## src/rtl/game_input_pkg.sv

```systemverilog
// ---------------------------------------------------------------------------
// game_input_pkg
// Shared types and constants for the BlackJack push-button front end.
//   cmd_t        : player command code handed to the game FSM
//   ctrl_state_t : handshake controller state
//   KEY_*        : bit index of each board key inside keys_n / keys_db
//   prio_cmd     : highest-priority command among simultaneous press events
// ---------------------------------------------------------------------------
package game_input_pkg;

   typedef enum logic [1:0] {
      CMD_HIT     = 2'd0,
      CMD_STAND   = 2'd1,
      CMD_DEAL    = 2'd2,
      CMD_NEWGAME = 2'd3
   } cmd_t;

   typedef enum logic [0:0] {
      S_IDLE = 1'b0,
      S_PEND = 1'b1
   } ctrl_state_t;

   localparam int KEY_HIT     = 0;
   localparam int KEY_STAND   = 1;
   localparam int KEY_DEAL    = 2;
   localparam int KEY_NEWGAME = 3;
   localparam int NUM_KEYS    = 4;

   // NEWGAME beats DEAL beats STAND beats HIT; the losers are simply discarded.
   function automatic cmd_t prio_cmd(input logic [NUM_KEYS-1:0] ev);
      cmd_t c;
      if (ev[KEY_NEWGAME]) begin
         c = CMD_NEWGAME;
      end else if (ev[KEY_DEAL]) begin
         c = CMD_DEAL;
      end else if (ev[KEY_STAND]) begin
         c = CMD_STAND;
      end else begin
         c = CMD_HIT;
      end
      return c;
   endfunction

endpackage

```

## src/rtl/key_debouncer.sv

```systemverilog
// ---------------------------------------------------------------------------
// key_debouncer
// One board key: 2-flop synchronizer, level debouncer and press pulse.
// Ports:
//   clk    in  system clock
//   reset  in  synchronous, active-high reset (restarts from "released")
//   key_n  in  raw key, active-low, asynchronous to clk
//   level  out debounced level, active-high (1 = pressed)
//   press  out one-cycle pulse in the cycle level rises 0->1
// Parameter DEBOUNCE_CYCLES (>=2): cycles a new level must be held.
// ---------------------------------------------------------------------------
module key_debouncer #(
   parameter int DEBOUNCE_CYCLES = 500000
) (
   input  logic clk,
   input  logic reset,
   input  logic key_n,
   output logic level,
   output logic press
);

   localparam int CW = (DEBOUNCE_CYCLES > 2) ? $clog2(DEBOUNCE_CYCLES) : 1;
   localparam logic [CW-1:0] CNT_LAST = CW'(DEBOUNCE_CYCLES - 1);

   logic          sync1_r;
   logic          sync2_r;
   logic          level_r;
   logic          press_r;
   logic [CW-1:0] cnt_r;
   logic          pressed_s;

   assign pressed_s = ~sync2_r;

   // Synchronize the key, count how long it disagrees with the accepted level, flip on expiry.
   always_ff @(posedge clk) begin
      if (reset) begin
         sync1_r <= 1'b1;
         sync2_r <= 1'b1;
         level_r <= 1'b0;
         press_r <= 1'b0;
         cnt_r   <= {CW{1'b0}};
      end else begin
         sync1_r <= key_n;
         sync2_r <= sync1_r;
         press_r <= 1'b0;
         if (pressed_s != level_r) begin
            if (cnt_r == CNT_LAST) begin
               level_r <= pressed_s;
               cnt_r   <= {CW{1'b0}};
               // only the rising edge is an event; releases are silent
               press_r <= pressed_s;
            end else begin
               cnt_r <= cnt_r + 1'b1;
            end
         end else begin
            cnt_r <= {CW{1'b0}};
         end
      end
   end

   assign level = level_r;
   assign press = press_r;

endmodule

```

## src/rtl/input_controller.sv

```systemverilog
// ---------------------------------------------------------------------------
// input_controller
// Turns the four DE2 push-buttons into one-shot player commands for the
// BlackJack game FSM over a valid/ready handshake.
// Ports:
//   clk        in   system clock
//   reset      in   synchronous, active-high reset
//   keys_n     in   raw KEY[3:0], active-low; [0]=HIT [1]=STAND [2]=DEAL [3]=NEWGAME
//   cmd_valid  out  a command is pending
//   cmd        out  command code, stable while cmd_valid=1
//   cmd_ready  in   game FSM takes cmd when cmd_valid & cmd_ready
//   dropped    out  sticky: a press was lost while a command was pending;
//                   cleared by reset or an accepted CMD_NEWGAME
//   keys_db    out  debounced key levels, active-high
// Configuration macro: HIT_AUTOREPEAT_EN -- when defined, a held HIT key
// re-issues a HIT press every REPEAT_CYCLES cycles.
// ---------------------------------------------------------------------------
module input_controller
   import game_input_pkg::*;
#(
   parameter int DEBOUNCE_CYCLES = 500000,
   parameter int REPEAT_CYCLES   = 25000000
) (
   input  logic                clk,
   input  logic                reset,
   input  logic [NUM_KEYS-1:0] keys_n,
   output logic                cmd_valid,
   output cmd_t                cmd,
   input  logic                cmd_ready,
   output logic                dropped,
   output logic [NUM_KEYS-1:0] keys_db
);

   logic [NUM_KEYS-1:0] press_s;
   logic [NUM_KEYS-1:0] level_s;
   logic [NUM_KEYS-1:0] ev_s;

   for (genvar i = 0; i < NUM_KEYS; i++) begin : g_key
      key_debouncer #(.DEBOUNCE_CYCLES(DEBOUNCE_CYCLES)) u_db (
         .clk   (clk),
         .reset (reset),
         .key_n (keys_n[i]),
         .level (level_s[i]),
         .press (press_s[i])
      );
   end

`ifdef HIT_AUTOREPEAT_EN
   localparam int RW = (REPEAT_CYCLES > 2) ? $clog2(REPEAT_CYCLES) : 1;
   localparam logic [RW-1:0] REP_LAST = RW'(REPEAT_CYCLES - 1);

   logic [RW-1:0] rep_cnt_r;
   logic          rep_r;

   // Free-running period counter while HIT is held; it sits at zero in the press cycle.
   always_ff @(posedge clk) begin
      if (reset) begin
         rep_cnt_r <= {RW{1'b0}};
         rep_r     <= 1'b0;
      end else if (!level_s[KEY_HIT]) begin
         rep_cnt_r <= {RW{1'b0}};
         rep_r     <= 1'b0;
      end else if (rep_cnt_r == REP_LAST) begin
         rep_cnt_r <= {RW{1'b0}};
         rep_r     <= 1'b1;
      end else begin
         rep_cnt_r <= rep_cnt_r + 1'b1;
         rep_r     <= 1'b0;
      end
   end

   // Masking with the live level stops a repeat landing in the cycle HIT is released.
   assign ev_s = {press_s[NUM_KEYS-1:1], press_s[KEY_HIT] | (rep_r & level_s[KEY_HIT])};
`else
   assign ev_s = press_s;
`endif

   ctrl_state_t state_r, state_nxt;
   cmd_t        cmd_r, cmd_nxt;
   logic        dropped_r, dropped_nxt;
   logic        any_ev_s;

   assign any_ev_s = |ev_s;

   // Handshake state, latched command and sticky drop flag.
   always_ff @(posedge clk) begin
      if (reset) begin
         state_r   <= S_IDLE;
         cmd_r     <= CMD_HIT;
         dropped_r <= 1'b0;
      end else begin
         state_r   <= state_nxt;
         cmd_r     <= cmd_nxt;
         dropped_r <= dropped_nxt;
      end
   end

   // Next-state logic: accept-cycle presses are latched back-to-back, others in PEND are dropped.
   always_comb begin
      state_nxt   = state_r;
      cmd_nxt     = cmd_r;
      dropped_nxt = dropped_r;
      case (state_r)
         S_IDLE: begin
            if (any_ev_s) begin
               state_nxt = S_PEND;
               cmd_nxt   = prio_cmd(ev_s);
            end else begin
               state_nxt = S_IDLE;
            end
         end
         S_PEND: begin
            if (cmd_ready) begin
               if (cmd_r == CMD_NEWGAME) begin
                  dropped_nxt = 1'b0;
               end else begin
                  dropped_nxt = dropped_r;
               end
               if (any_ev_s) begin
                  state_nxt = S_PEND;
                  cmd_nxt   = prio_cmd(ev_s);
               end else begin
                  state_nxt = S_IDLE;
               end
            end else begin
               if (any_ev_s) begin
                  dropped_nxt = 1'b1;
               end else begin
                  dropped_nxt = dropped_r;
               end
            end
         end
         default: begin
            state_nxt = S_IDLE;
         end
      endcase
   end

   assign cmd_valid = (state_r == S_PEND);
   assign cmd       = cmd_r;
   assign dropped   = dropped_r;
   assign keys_db   = level_s;

endmodule

```

## config.mk

```make
export PLATFORM = sky130hd
export DESIGN_NAME = input_controller
export DESIGN_NICKNAME = d
export VERILOG_FILES = /design/src/rtl/game_input_pkg.sv /design/src/rtl/key_debouncer.sv /design/src/rtl/input_controller.sv
export SDC_FILE = /design/constraint.sdc
export NUM_CORES = 1
export LEC_CHECK = 0
export ABC_AREA = 1
export ABC_CLOCK_PERIOD_IN_PS = 1500
export CORE_MARGIN = 4
export CORE_UTILIZATION = 60
export DETAILED_ROUTE_END_ITERATION = 8
export MAX_ROUTING_LAYER = met4
export PLACE_DENSITY = 0.75
export SLEW_MARGIN = 15
export SYNTH_ARGS = -nofsm -noshare
export SYNTH_HDL_FRONTEND = slang
export SYNTH_HIERARCHICAL = 1
export SYNTH_SLANG_ARGS = --single-unit
```

## constraint.sdc

```tcl
create_clock -name clk -period 1.5 [get_ports clk]
set_input_delay 0.3 -clock clk [delete_from_list [all_inputs] [get_ports clk]]
set_output_delay 0.3 -clock clk [all_outputs]
set_load 0.005 [all_outputs]
```

==> Word-level counts from Yosys, hierarchy flattened <==
Cells that the tools add are included.
W data, S select, Z words.
{ "totals": {"reg_bits": 96, "latchBits": 0, "ramBits": 0, "rom_bits": 0, "out_inout_bits": 8, "word_cells": 78, "mem_count": 0} }
{ "classes": {"n_addsub": 4, "mul": 0, "n_div": 0, "n_lt_le_gt_ge": 0, "n_eq_ne": 11, "shifts": 0, "n_mux": 12, "n_bitwise": 13, "n_reduce_logical": 15} }
{ "ops": {"columns": ["operator", "n"], "rows": [
  ["$add A19 B1 Y19 const B", 4],
  ["$eq A19 B19 Y1 const B", 4],
  ["$reduce_or A3 Y1", 8],
  ["$not A1 Y1", 13],
  ["$mux W2", 4],
  ["$reduce_and A2 Y1", 4],
  ["$mux W1", 6],
  ["$ne A1 B1 Y1", 4],
  ["$pmux W2 S2", 1],
  ["$reduce_or A4 Y1", 1],
  ["$reduce_and A3 Y1", 1],
  ["$eq A2 B2 Y1 const B", 1],
  ["$ne A2 B1 Y1 const B", 1],
  ["$ne A2 B2 Y1 const B", 1],
  ["$pmux W1 S2", 1],
  ["$reduce_bool A2 Y1", 1]
]} }

==> Logic depth before layout (Yosys ltp) <==
Gate-level depths: netlist of run 1.
{ "logic_depth": {"ltp_word": 6, "depth_mapped": 9, "mapped_depth_nobuf": 9} }

==> Cells and area by module <==
The synthesis of run 1 kept the hierarchy.
{ "by_module_without_submodules": {"columns": ["module", "instances", "cells_each", "area_each_um2", "seq_area_each_um2"], "rows": [
  ["key_debouncer", 4, 175, 1206.2, 460.4],
  ["input_controller", 1, 31, 207.7, 80.1]
]} }

==> Worst setup path after synthesis of run 1 <==
Ideal clock, no wire load.
{ "synth_timing": {"path_kind": "register to register", "from": "reg g_key[0].u_db.cnt_r[0]", "to": "reg g_key[0].u_db.cnt_r[14]", "t_arrival_ns": 1.215, "t_required_ns": 1.385, "path_slack_ns": 0.170, "stages_incl_launch_ff": 9, "synth_period_minus_slack_ns": 1.330, "path_cell_list": "dfxtp_1 -> ha_1 -> nand3_1 -> inv_1 -> nand3_1 -> nor2_1 -> nor2_4 -> nand2_1 -> nor2_1"} }
{ "synth_between": {"elab_chain_cells": 2, "word_cells_on_any_way": 3, "cone_classes": "add/sub: 1; eq/ne: 1; reduce/logical: 1"} }
{ "synth_rtl": {"columns": ["element", "line_no", "text"], "rows": [
  ["from (decl)", "key_debouncer.sv:29", "logic [CW-1:0] cnt_r;"],
  ["from (signal assigned)", "key_debouncer.sv:41", "cnt_r <= {CW{1'b0}};"],
  ["from (signal assigned)", "key_debouncer.sv:49", "cnt_r <= {CW{1'b0}};"],
  ["from (signal assigned)", "key_debouncer.sv:53", "cnt_r <= cnt_r + 1'b1;"],
  ["parallel branches: the longest is 2 deep, another holds $add A19 B1 Y19", null, null]
]} }
Parallel ways; which one is timed is not known.
A chain may end at the register's enable or synchronous reset.

==> Worst setup path after layout of run 1 <==
{ "layout_timing": {"from": "reg g_key[0].u_db.cnt_r[1]", "to": "reg g_key[0].u_db.cnt_r[16]"} }
Same word-level chain as after synthesis.

==> impl_metrics.csv, run 1 <==
group,metric,value,unit
setup_path,end_kind,"flop",
power,power_leakage,1.96,nW
placed_design,placedCellCount,861,
finish,finalNetCount,783,
setup_path,critPathMaxFanout,5,
clock_network,cts_sinks,96,
timing,rsz0062_at_grt,"false",
logic_synthesis,synth-simple-area-share,42.6,%
clock_network,clkTransAtPathRegs,0.10,ns
drt,vias,4436,
placed_design,port_buffers,14,
outcome,status,"finished clean",
logic_synthesis,synthAdderAreaFrac,0.995,%
clock_network,cts_root_buf,"clkbuf_8",
logic_synthesis,synth_mux_area_share,0,%
setup_path,ff2ff_setup_slack,0.1,ns
global_routing,top_usage_layer,"met2",
hold_path,min_to,"g_key[3].u_db/sync2_r",
finish,fill_cells,715,
hold_path,hold_class,"flop to flop",
finish,instances_no_fill,882,
setup_path,reg2reg_depth,8,
setup_path,required,1.75,ns
placed_design,placed_cell_area,5350,µm²
finish,final_design_area_no_fill,5670,µm²
finish,drive_gt1_share,19.8,%
logic_synthesis,postSynthCellCount,731,
timing,final.period_utilization,93.4,%
clock_network,clockBufferDepth,2,
timing,worst_slew_pin_slew,0.242,ns
floorplan,core.rowCount,33,
finish,area_growth,12.7,%
timing,slew-limit-headroom,83.8,%
drt,routedWlPerCell,11.5,µm
clock_network,clkLatencyLatePin,0.36,ns
finish,antennaDiodeCount,0,
logic_synthesis,synth_nets,742,
hold_path,hold-path-cell-count,1,
timing,finalSetupViolCount,0,
job,cap_violations,0,
setup_path,r2r-end,"g_key[0].u_db/cnt_r[16]",
timing,finalHoldViolCount,0,
finish,multiInputGateArea,2760,µm²
setup_path,worstSetupStartpointType,"flop",
hold_path,hold_start,"g_key[3].u_db/sync1_r",
global_routing,grt_max_degree,18,
logic_synthesis,synthesis.area,5030,µm²
floorplan,chipWidth,99.6,µm
setup_path,reg2reg_from,"g_key[0].u_db/cnt_r[1]",
logic_synthesis,ys_warn_count,6,
floorplan,initial_core_util,61.6,%
logic_synthesis,synth.ff_latch_count,96,
logic_synthesis,synth_top_family_by_area,"simple AND/OR/NAND/NOR gates",
drt,first_pass_iters,4,
clock_network,cts_tree,"built",
floorplan,die_h,99.6,µm
logic_synthesis,synth.distinct_cells,24,
floorplan,ios,15,
logic_synthesis,synth_compound_area_share,7.09,%
global_routing,grtUsageMet3,3.86,%
global_routing,grt_usage,21.8,%
power,ir_drop,0.491,mV
floorplan,fp.dieArea,9920,µm²
power,cellPowerDensity,790,nW/µm²
drt,viasPerCell,5.03,
global_routing,antenna_found_initial,0,
global_routing,gr-usage-met2,36.1,%
global_routing,overflow,0,
timing,max_freq,0.714,GHz
drt,drt_iter0_drc,166,
floorplan,coreArea,8180,µm²
drt,ant_nets,0,
clock_network,postCtsHoldBufs,0,
global_routing,first_global_vias,4077,
logic_synthesis,synth-xor-area-share,2.78,%
timing,final_max_slew_viol_count,0,
logic_synthesis,avgSynthCellArea,6.88,µm²
global_routing,grt_first_pass_wirelength,17.4,mm
finish,ff_latch_area,1930,µm²
clock_network,numCtsBuffers,9,
placed_design,hpwl,7.59,mm
drt,drt_wl_total,10.2,mm
timing,clock_skew,0.0156,ns
drt,drc_errors,0,
placed_design,routabilityCongestion,0.892,
logic_synthesis,ys_seq_area_share,38.2,%
timing,fin_crit,1.40,ns
setup_path,critPathKind,"flop to flop",
global_routing,grt_use_met1,26.9,%
setup_path,critPathArrivalTime,1.65,ns
clock_network,cts_htree_levels,3,
registers in the layout, indices dropped and copies added (netlist names):
name	flops
cmd_valid	1
g_key.u_db/press	4
g_key.u_db/sync2_r	4
g_key.u_db/sync1_r	4
g_key.u_db/level	4
cmd	2
g_key.u_db/cnt_r	76
dropped	1
worst max-delay path, cell delays in order, from the launching register on:
cell	delay, ns
dfxtp_1	0.36
ha_2	0.21
nand3_2	0.14
inv_2	0.13
nand2_1	0.11
o21ai_1	0.17
nand2_1	0.07
nand2_1	0.07
inv_1	0.03
cells in the mapped netlist:
| cell | n | area (µm²) |
|---|---|---|
| a21oi_1 | 25 | 125 |
| a21oi_2 | 13 | 114 |
| a21oi_4 | 4 | 65.1 |
| buf_12 | 4 | 80.1 |
| dfxtp_1 | 96 | 1920 |
| ha_1 | 4 | 50.1 |
| inv_1 | 86 | 323 |
| inv_2 | 4 | 15.0 |
| nand2_1 | 179 | 672 |
| nand2_2 | 7 | 43.8 |
| nand2_4 | 4 | 45.0 |
| nand3_1 | 58 | 290 |
| nand3_2 | 4 | 40.0 |
| nand3b_1 | 4 | 30.0 |
| nand4_1 | 8 | 50.1 |
| nor2_1 | 131 | 492 |
| nor2_2 | 30 | 188 |
| nor2_4 | 8 | 90.1 |
| nor3_1 | 16 | 80.1 |
| o21ai_0 | 9 | 45.0 |
| o21bai_1 | 1 | 7.51 |
| or2_1 | 4 | 25.0 |
| or2_2 | 16 | 100 |
| xor2_1 | 16 | 140 |
how the worst max path moves through the flow:
| stage | startpoint | to | depth (start not counted) |
|---|---|---|---|
| after floorplan | g_key[0].u_db/cnt_r[0] | g_key[0].u_db/cnt_r[14] | 8 |
| after global placement | reset | g_key[0].u_db/cnt_r[18] | 7 |
| after detailed placement | reset | g_key[3].u_db/cnt_r[14] | 7 |
| after CTS | cmd_valid | cmd_valid | 1 |
| after global routing | g_key[0].u_db/cnt_r[1] | g_key[0].u_db/cnt_r[16] | 8 |
| final | g_key[0].u_db/cnt_r[1] | g_key[0].u_db/cnt_r[16] | 8 |
placed cells by master (no fill, tap or decap), types with 9 or more instances in the layout:
cell type  Yosys  routed
dfxtp_2        0       9
clkbuf_8       0       9
nor2_1       131     125
nand3_1       58      54
nand2_1      179     179
or2_2         16      16
dfxtp_1       96      87
a21oi_2       13      13
nor3_1        16      13
xor2_1        16      16
buf_4          0      19
nor2_2        30      36
inv_1         86      81
a21oi_1       25      25
per-layer routing:
layer	routed length, µm	share of wire, %
met3	273	2.7
met4	131	1.3
met2	4970	49
met5	0	0
met1	4780	47
kinds of logic after synthesis:
family / count (synthesis)
flip-flops: 96
AO/OA/AOI/OAI: 52
XOR/XNOR: 16
adder cells (fa/ha/maj): 4
buffers and inverters: 94
AND/OR/NAND/NOR: 469
report_power, final:
part / internal, mW / switching (mW) / total, mW / leakage (nW)
clock: 0.942 / 0.876 / 1.82 / 0.104
combinational: 0.0460 / 0.0542 / 0.100 / 1.07
sequential: 2.56 / 0.00591 / 2.56 / 0.780
total: 3.55 / 0.936 / 4.48 / 1.96
metrics by stage:
stage	utilization (%)	worst slack [ns]	hold WS, ns	setup TNS, ns	total power [mW]
after detailed placement	65.4	-0.0716	0.398	-0.422	2.73
after global routing	69.4	0.00145	0.431	0	4.65
after floorplan	-	0.170	0.362	0	2.69
after global placement	65.4	0.00767	0.392	0	2.72
final	69.4	0.0992	0.415	0	4.48
after CTS	68.5	0.00762	0.414	0	4.53
final cells by class:
| class | instances | area share (%) |
|---|---|---|
| Sequential cell | 96 | 34.1 |
| Clock buffer | 11 | 2.32 |
| Multi-Input combinational cell | 541 | 48.6 |
| Timing Repair Buffer | 34 | 5.23 |
| Tap cell | 105 | 2.32 |
| Inverter | 90 | 6.00 |
| Clock inverter | 5 | 1.43 |
what timing repair did:
action                                  CTS  global route
pin swaps                                 0             1
buffers inserted                          4             1
endpoints found under the setup margin   24            63
gates resized for setup                  19            25
endpoints found under the hold margin     0             0
Power figures use the tool's default switching activity.
==> run 2, diff against run 1 <==
Settings changed: RECOVER_POWER set to 50.
==> impl_metrics.csv, run 2 (synthesis results as in run 1) <==
group,metric,value,unit
floorplan,fp.dieArea,9920,µm²
timing,clock_skew,0.0156,ns
setup_path,reg2reg_from,"g_key[0].u_db/cnt_r[1]",
power,p_clk_share,40.6,%
finish,largest_reg_flops,76,
power,p_sw_share,20.9,%
timing,slew-limit-headroom,71.3,%
finish,top_register,"g_key.u_db/cnt_r",
timing,final.period_utilization,93.3,%
power,cellPowerDensity,798,nW/µm²
hold_path,hold-path-cell-count,1,
power,intPower,3.54,mW
clock_network,clockBufferDepth,2,
setup_path,cp.depth,8,
hold_path,min_to,"g_key[3].u_db/sync2_r",
power,power_leakage,1.95,nW
setup_path,crit_slowest_cell,"dfxtp_1",
drt,viasPerCell,5.04,
clock_network,clkTransAtPathRegs,0.10,ns
floorplan,die_h,99.6,µm
timing,hold_slack,0.415,ns
setup_path,crit_top_cell,"nand2_1",
setup_path,r2r-end,"g_key[0].u_db/cnt_r[16]",
floorplan,ios,15,
placed_design,port_buffers,14,
timing,finalSetupViolCount,0,
setup_path,ff2ff_setup_slack,0.10,ns
power,ir_drop,0.481,mV
global_routing,overflow,0,
setup_path,end_kind,"flop",
global_routing,grt_first_pass_wirelength,17.4,mm
drt,drc_errors,0,
global_routing,antenna_found_initial,0,
setup_path,path_cells,"ha_2, nand3_2, inv_2, nand2_1, o21ai_1, nand2_1, nand2_1, inv_1",
global_routing,grt_max_degree,18,
setup_path,reg2reg_depth,8,
setup_path,path_buf_inv,2,
drt,drt_iter0_drc,158,
setup_path,critPathMaxFanout,5,
finish,area_growth,11.4,%
finish,ff_latch_area,1920,µm²
setup_path,crit_family,"simple AND/OR/NAND/NOR gates",
power,p_comb_share,2.1,%
clock_network,numCtsBuffers,9,
timing,worst_slew_pin_slew,0.430,ns
drt,drt_wl_total,10.1,mm
floorplan,core.rowCount,33,
hold_path,hold_class,"flop to flop",
finish,antennaDiodeCount,0,
setup_path,required,1.75,ns
job,cap_violations,0,
finish,fill_cells,731,
power,power.net_switching,0.934,mW
floorplan,chipWidth,99.6,µm
finish,finalNetCount,783,
timing,max_freq,0.715,GHz
drt,first_pass_iters,4,
clock_network,clkLatencyLatePin,0.36,ns
clock_network,cts_tree,"built",
drt,vias,4446,
timing,finalHoldViolCount,0,
finish,layout_common_cells,"179 x nand2_1, 126 x nor2_1, 95 x dfxtp_1, 81 x inv_1, 54 x nand3_1",
finish,mostFrequentLayoutCell,"nand2_1",
floorplan,initial_core_util,61.6,%
clock_network,cts_root_buf,"clkbuf_8",
floorplan,coreArea,8180,µm²
global_routing,first_global_vias,4077,
setup_path,setup.worst_path.start,"g_key[0].u_db/cnt_r[1]",
setup_path,critical-path-max-stage-delay,0.36,ns
setup_path,worstSetupStartpointType,"flop",
power,power,4.48,mW
timing,rsz0062_at_grt,"false",
outcome,status,"finished clean",
drt,routedWlPerCell,11.5,µm
power,p_seq_share,57.3,%
global_routing,grt_usage,21.8,%
clock_network,cts_htree_levels,3,
setup_path,critPathArrivalTime,1.65,ns
timing,fin_crit,1.40,ns
finish,multiInputGateArea,2730,µm²
drt,ant_nets,0,
placed_design,hpwl,7.59,mm
setup_path,critPathKind,"flop to flop",
hold_path,hold_start,"g_key[3].u_db/sync1_r",
timing,final_max_slew_viol_count,0,
clock_network,postCtsHoldBufs,0,
finish,drive_gt1_share,17.4,%
placed_design,routabilityCongestion,0.892,
clock_network,cts_sinks,96,
run 2: worst reg2reg max path, cell delays in order, from the launching register on:
cell and delay (ns):
dfxtp_1 0.36, ha_2 0.21, nand3_2 0.14, inv_2 0.13, nand2_1 0.11, o21ai_1 0.17, nand2_1 0.07, nand2_1 0.07
inv_1 0.03
run 2: timing repair:
action | CTS | global route
setup buffers | 4 | 1
gates cloned | 0 | 0
gates resized for setup | 19 | 25
endpoints found under the setup margin | 24 | 63
pin swaps | 0 | 1
run 2: metrics by stage:
step                cell area (µm²)  cells  setup slack, ns  utilization [%]  TNS [ns]
finish                         5610    882            0.101             68.6         0
global route                   5610    882          0.00145             68.6         0
detailed placement             5350    861          -0.0716             65.4    -0.422
global placement               5350    861          0.00767             65.4         0
floorplan                      5030    731            0.170                -         0
CTS                            5600    881          0.00762             68.5         0
run 2: how the worst max path moves through the flow:
stage | to | slack (ns)
floorplan | g_key[0].u_db/cnt_r[14] | 0.17
global placement | g_key[0].u_db/cnt_r[18] | 0.008
detailed placement | g_key[3].u_db/cnt_r[14] | -0.07
CTS | cmd_valid | 0.008
global route | g_key[0].u_db/cnt_r[16] | 0.001
finish | g_key[0].u_db/cnt_r[16] | 0.10
run 2: power by group through the flow:
stage | Combinational (mW) | Sequential, mW | Clock, mW
6_report | 0.0923 | 2.57 | 1.82
5_1_grt | 0.103 | 2.57 | 1.97
4_1_cts | 0.101 | 2.57 | 1.87
3_5_place_dp | 0.101 | 2.63 | 0
3_3_place_gp | 0.0987 | 2.62 | 0
2_1_floorplan | 0.0636 | 2.62 | 0
run 2: metal layers:
layer  global-route usage [%]  part of all wire, %  up-vias
met3                     3.86                  2.9       16
li1                         -                    -     2361
met1                     26.9                   47     2002
met4                     7.25                  1.5        0
met5                        -                    0        -
met2                     36.1                   49       67
run 2: final cells by class:
type	instances	share of cell area (%)
Timing Repair Buffer	34	4.89
Tap cell	105	2.34
Clock buffer	11	2.34
Clock inverter	5	1.45
Sequential cell	96	34.3
Inverter	90	6.07
Multi-Input combinational cell	541	48.6
==> run 3, diff against run 2 <==
Settings changed: RECOVER_POWER 50 to unset, SLEW_MARGIN 15 to unset.
==> results of run 3 <==
No change in the layout: final DEF, timing and power equal those of run 1.
